[config.mk]
export PLATFORM = sky130hd
export DESIGN_NAME = mac_driver
export DESIGN_NICKNAME = d
export VERILOG_FILES = /design/src/rtl/mac_driver.sv
export SDC_FILE = /design/constraint.sdc
export NUM_CORES = 1
export LEC_CHECK = 0
export CORE_MARGIN = 2
export CORE_UTILIZATION = 40
export CTS_CLUSTER_SIZE = 24
export DETAILED_ROUTE_END_ITERATION = 16
export PLACE_DENSITY = 0.67
export SYNTH_ARGS = -nofsm -noshare
export SYNTH_HDL_FRONTEND = slang
export SYNTH_SLANG_ARGS = --single-unit
[constraint.sdc]
create_clock -name clk -period 6.35 [get_ports clk]
set_clock_uncertainty 0.15 [all_clocks]
set_input_delay 1.905 -clock clk [delete_from_list [all_inputs] [get_ports clk]]
set_output_delay 1.905 -clock clk [all_outputs]
set_load 0.03 [all_outputs]
[src/rtl/mac_driver.sv]
// mac_driver: buffers upstream operand pairs and feeds them to a MAC.
// It then returns the settled accumulator value as a single result beat.
// Optional issue watchdog: define MAC_DRIVER_TIMEOUT_EN.
module mac_driver #(
   parameter int FIFO_DEPTH  = 4,
   parameter int TIMEOUT_CYC = 256
) (
   input  logic        clk,
   input  logic        rst_n,
   input  logic        start,
   input  logic        mode_int,
   input  logic [7:0]  len,
   input  logic        op_valid,
   output logic        op_ready,
   input  logic [15:0] op_a,
   input  logic [15:0] op_b,
   output logic        mac_float_int,
   output logic        mac_en,
   output logic        mac_data_en,
   output logic [15:0] mac_data_a,
   output logic [15:0] mac_data_b,
   input  logic        mac_over,
   input  logic [31:0] mac_out,
   output logic        res_valid,
   input  logic        res_ready,
   output logic [31:0] res_data,
   output logic        res_err,
   output logic        busy
);
   localparam int AW = $clog2(FIFO_DEPTH);
   typedef enum logic [2:0] {IDLE, CLEAR, RUN, SETTLE, RESULT} state_t;
   state_t state_q, state_d;
   logic [AW-1:0] wr_ptr_q, wr_ptr_d, rd_ptr_q, rd_ptr_d;
   logic [AW:0]   cnt_q, cnt_d;
   logic [7:0]    len_q, len_d, acc_cnt_q, acc_cnt_d, iss_cnt_q, iss_cnt_d;
   logic          mode_q, mode_d;
   logic [31:0]   res_data_q, res_data_d;
   logic [31:0]   mem_q [FIFO_DEPTH];
   logic [31:0]   head;
   logic          start_job, empty, full, push, pop, last_issue, timeout;

   assign start_job  = (state_q == IDLE) && start;
   assign empty      = (cnt_q == '0);
   assign full       = (cnt_q == (AW+1)'(FIFO_DEPTH));
   assign push       = op_valid && op_ready;
   assign pop        = (state_q == RUN) && !empty;
   assign last_issue = pop && (iss_cnt_q == len_q - 8'd1);
   assign head       = mem_q[rd_ptr_q];

   // state register
   always_ff @(posedge clk or negedge rst_n) begin
      if (!rst_n) state_q <= IDLE;
      else        state_q <= state_d;
   end

   // next-state decode; a watchdog abort leaves RUN the same way as the last issue
   always_comb begin
      state_d = state_q;
      case (state_q)
         IDLE:    state_d = start ? CLEAR : IDLE;
         CLEAR:   state_d = (len_q != 8'd0) ? RUN : SETTLE;
         RUN:     state_d = (last_issue || timeout) ? SETTLE : RUN;
         SETTLE:  state_d = mac_over ? RESULT : SETTLE;
         RESULT:  state_d = res_ready ? IDLE : RESULT;
         default: state_d = IDLE;
      endcase
   end

   // outputs decoded from state and buffer occupancy
   always_comb begin
      busy          = (state_q != IDLE);
      mac_en        = (state_q == RUN) || (state_q == SETTLE);
      mac_data_en   = pop;
      mac_data_a    = pop ? head[31:16] : 16'd0;
      mac_data_b    = pop ? head[15:0]  : 16'd0;
      mac_float_int = (state_q == IDLE) ? 1'b1 : mode_q;
      res_valid     = (state_q == RESULT);
      res_data      = res_data_q;
      op_ready      = ((state_q == CLEAR) || (state_q == RUN)) && !full && (acc_cnt_q < len_q);
   end

   // job bookkeeping and buffer pointers; a new job flushes anything left by an aborted one
   always_comb begin
      len_d      = start_job ? len : len_q;
      mode_d     = start_job ? mode_int : mode_q;
      acc_cnt_d  = start_job ? 8'd0 : acc_cnt_q + 8'(push);
      iss_cnt_d  = start_job ? 8'd0 : iss_cnt_q + 8'(pop);
      wr_ptr_d   = start_job ? '0 : wr_ptr_q + AW'(push);
      rd_ptr_d   = start_job ? '0 : rd_ptr_q + AW'(pop);
      cnt_d      = start_job ? '0 : cnt_q + (AW+1)'(push) - (AW+1)'(pop);
      res_data_d = (state_q == SETTLE && mac_over) ? ((len_q == 8'd0) ? 32'd0 : mac_out) : res_data_q;
   end

   // datapath registers
   always_ff @(posedge clk or negedge rst_n) begin
      if (!rst_n) begin
         len_q      <= 8'd0;
         mode_q     <= 1'b0;
         acc_cnt_q  <= 8'd0;
         iss_cnt_q  <= 8'd0;
         wr_ptr_q   <= '0;
         rd_ptr_q   <= '0;
         cnt_q      <= '0;
         res_data_q <= 32'd0;
      end else begin
         len_q      <= len_d;
         mode_q     <= mode_d;
         acc_cnt_q  <= acc_cnt_d;
         iss_cnt_q  <= iss_cnt_d;
         wr_ptr_q   <= wr_ptr_d;
         rd_ptr_q   <= rd_ptr_d;
         cnt_q      <= cnt_d;
         res_data_q <= res_data_d;
      end
   end

   // operand storage needs no reset: occupancy gates every read
   always_ff @(posedge clk) begin
      if (push) mem_q[wr_ptr_q] <= {op_a, op_b};
   end

`ifdef MAC_DRIVER_TIMEOUT_EN
   localparam int WW = $clog2(TIMEOUT_CYC + 1);
   logic [WW-1:0] wd_q, wd_d;
   logic          res_err_q, res_err_d;

   // watchdog counts consecutive RUN cycles without an issue
   always_comb begin
      wd_d      = (state_q == RUN && !pop) ? wd_q + WW'(1) : '0;
      timeout   = (state_q == RUN) && !pop && (wd_q == WW'(TIMEOUT_CYC - 1));
      res_err_d = start_job ? 1'b0 : (timeout ? 1'b1 : res_err_q);
   end

   // watchdog registers
   always_ff @(posedge clk or negedge rst_n) begin
      if (!rst_n) begin
         wd_q      <= '0;
         res_err_q <= 1'b0;
      end else begin
         wd_q      <= wd_d;
         res_err_q <= res_err_d;
      end
   end

   assign res_err = res_err_q;
`else
   assign timeout = 1'b0;
   assign res_err = 1'b0;
`endif
endmodule

==> impl_metrics.ini <==
[status]
status = completed

[power]
power.share.clock_pct = 21.3
p_leak_nw = 3.86
p_int_mw = 3.29
p_sw_mw = 2.00
swShare_pct = 37.9
seq_power_share_pct = 36.2
combPwrFrac_pct = 42.5
power.density_mw_per_mm2 = 508
peakVddDrop_uv = 282

[grt]
overflow = 0
grt_pass1_vias = 5027
grt_max_degree = 68
grt_pass1_wl_um = 27100
antenna_found_initial = 0
grt_usage_pct = 16.4

[timing]
slew_headroom_pct = 42.7
worst-slew-pin-transition_ns = 0.859
finalCritPeriodShare_pct = 79.4
fmax_mhz = 198
finalHoldViolCount = 0
maxSlewViolCount = 0
period_minus_slack_ns = 5.04
rsz0062_at_grt = false
finalSetupTns_ns = 0
setup_viol = 0

[worst_setup_path]
cp_num_buf_inv = 2
ff2ff_path_depth = 13
startpoint_type = flop
slowest_stage = dfrtp_2
required_ns = 4.30
endpoint_kind = output pin
rr_startpoint = len_q[7]$_DFFE_PN0P_
crit_arrival_ns = 2.99
path_delay_family = buffers and inverters
critical_path_class = flop to output pin
cp.depth = 4
cpPeakStageDelay_ns = 0.73
crit_path_start = rd_ptr_q[0]$_DFF_PN0_
cp_cell_sequence = buf_4 -> mux4_2 -> and2b_2 -> clkdlybuf4s50_1
cp_max_fo = 18

[logic_synthesis]
yosys_warnings = 0
synth-seq-cells = 195
yosysSeqAreaShare_pct = 69.2
syn_inst = 489
synth.distinct_cells = 45
syn_nets = 586
ys_async_sr_fraction_pct = 34.4
avgSynthCellArea_um2 = 16.3
synth_xor_area_share_pct = 2.85
synth_edf_count = 128
synth_area_mm2 = 0.00798
synth_top_family_by_area = multiplexers
muxShareOfSynthArea_pct = 9.17
yosys_most_used_dff = edfxtp_1
synth-compound-area-share_pct = 5.93
synth-simple-area-share_pct = 7.65
synth_fa_ha_area_share_pct = 2.92

[clock_tree]
clockRootBuffer = clkbuf_16
numCtsBuffers = 17
h-tree-depth = 4
cts_resized = 0
cts-hold-fix-buffers = 0
cts_tree = built
cts.sinks = 195
path_clk_slew_ns = 0.08
clkLatencyLatePin_ns = 0.42
cts_buffer_depth = 2
post-cts-setup-buffers = 0

[routing]
drt-wirelength-per-cell_um = 18.3
routed_wl_um = 16800
drt-initial-drc-count = 296
vias = 4694
first_pass_iters = 4
vias_per_cell = 5.11
final_antenna_net_count = 0
drc = 0

[final_layout]
antennaDiodeCount = 0
nets = 737
drive_gt1_share_pct = 14.1
layoutNonFillerInstCount = 918
final_common_cell = clkdlybuf4s50_1
area_growth_pct = 30.6
final_cell_mix = clkdlybuf4s50_1, edfxtp_1, dfrtp_1

[placed_design]
place.gp.congestion = 0.780
dp_cells = 885
dp_hpwl_um = 10800
io_buffers = 148

[floorplan]
io_pins = 150
die_area_mm2 = 0.0211
start_util_pct = 40.9
die_h_um = 145
fp.coreArea_mm2 = 0.0195
rows = 51
die_w_um = 145

[min_path]
min_from = res_data[19]$_DFFE_PN0P_
whs_path_depth = 1
hold_class = flop to flop

[run]
cap_violations = 0
synth_stat cells (3+ instances only):
| library cell | count | area share (%) |
|---|---|---|
| o21ai_0 | 10 | 0.63 |
| nor2b_1 | 36 | 2.8 |
| a21oi_1 | 6 | 0.38 |
| nor3_1 | 4 | 0.25 |
| nand2_1 | 14 | 0.66 |
| clkbuf_1 | 12 | 0.56 |
| edfxtp_1 | 128 | 48 |
| a21o_1 | 3 | 0.28 |
| mux4_2 | 32 | 9.0 |
| a22o_1 | 32 | 3.5 |
| xnor2_1 | 13 | 1.4 |
| dfrtp_1 | 67 | 21 |
| xor2_1 | 13 | 1.4 |
| inv_1 | 15 | 0.71 |
| ha_1 | 17 | 2.7 |
| nor2_1 | 23 | 1.1 |
| nand3_1 | 15 | 0.94 |
| buf_2 | 11 | 0.69 |
| and3_1 | 4 | 0.31 |
| and2b_2 | 3 | 0.33 |
final timing paths:
kind                            slack, ns                  endpoint
worst max register to register       2.89        cnt_q[2]$_DFF_PN0_
worst max-delay path                 1.31             mac_data_a[0]
worst min-delay path                 0.36  res_data[19]$_DFFE_PN0P_
worst min register to register       0.36  res_data[19]$_DFFE_PN0P_
min in group asynchronous            1.51      len_q[0]$_DFFE_PN0P_
max in group asynchronous            3.93     rd_ptr_q[0]$_DFF_PN0_
worst register-to-register path, delay by kind of cell, from the launching register on:
family          cells  cell delay [ns]
compound gates      3             1.01
fa+ha+maj           4             1.16
xor+xnor            2             0.34
simple gates        1             0.06
flops               1             0.42
buf+inv             3             0.19
per-layer routing:
layer | wire (um) | track usage [%]
met1 | 7220 | 21.4
met2 | 8250 | 26.4
met3 | 1140 | 5.66
met4 | 165 | 4.22
met5 | 0 | 0
area by class of cell:
cell class | count | area, um^2
Fill cell | 1616 | 9100
Clock buffer | 17 | 425
Clock inverter | 15 | 218
Tap cell | 265 | 332
Timing Repair Buffer | 158 | 1560
Sequential cell | 195 | 5520
Multi-Input combinational cell | 252 | 2310
Inverter | 16 | 60.1
flip-flops by register name, indices dropped and copies added, names as in the netlist:
register,cells
wr_ptr_q,2
cnt_q,3
res_data,32
acc_cnt_q,8
mem_q,128
rd_ptr_q,2
mode_q,1
state_q,3
len_q,8
iss_cnt_q,8
per-stage QoR:
| stage | worst slack (ns) | cell area, um^2 | hold WS [ns] | utilization [%] | power, mW |
|---|---|---|---|---|---|
| finish | 1.31 | 10400 | 0.356 | 53.4 | 5.29 |
| global route | 1.12 | 10400 | 0.378 | 53.4 | 5.58 |
| CTS | 1.21 | 10400 | 0.362 | 53.3 | 5.36 |
| detailed placement | 1.70 | 9770 | 0.342 | 50.0 | 4.21 |
| global placement | 1.71 | 9770 | 0.337 | 50.0 | 4.15 |
| floorplan | 1.04 | 7980 | 0.322 | - | 3.34 |
power by group through the flow:
stage          Sequential [mW]  Clock, mW  Combinational (mW)
2_1_floorplan             2.02          0                1.33
3_3_place_gp              1.93          0                2.22
3_5_place_dp              1.95          0                2.27
4_1_cts                   1.92       1.16                2.28
5_1_grt                   1.96       1.21                2.41
6_report                  1.92       1.13                2.25
cell families after synthesis:
| family | count (synthesis) |
|---|---|
| mux | 33 |
| other cells | 1 |
| flops | 195 |
| compound gates | 62 |
| fa+ha+maj | 18 |
| xor+xnor | 26 |
| buf+inv | 42 |
| simple gates | 112 |
No activity file was read; power rests on OpenSTA's default activity.
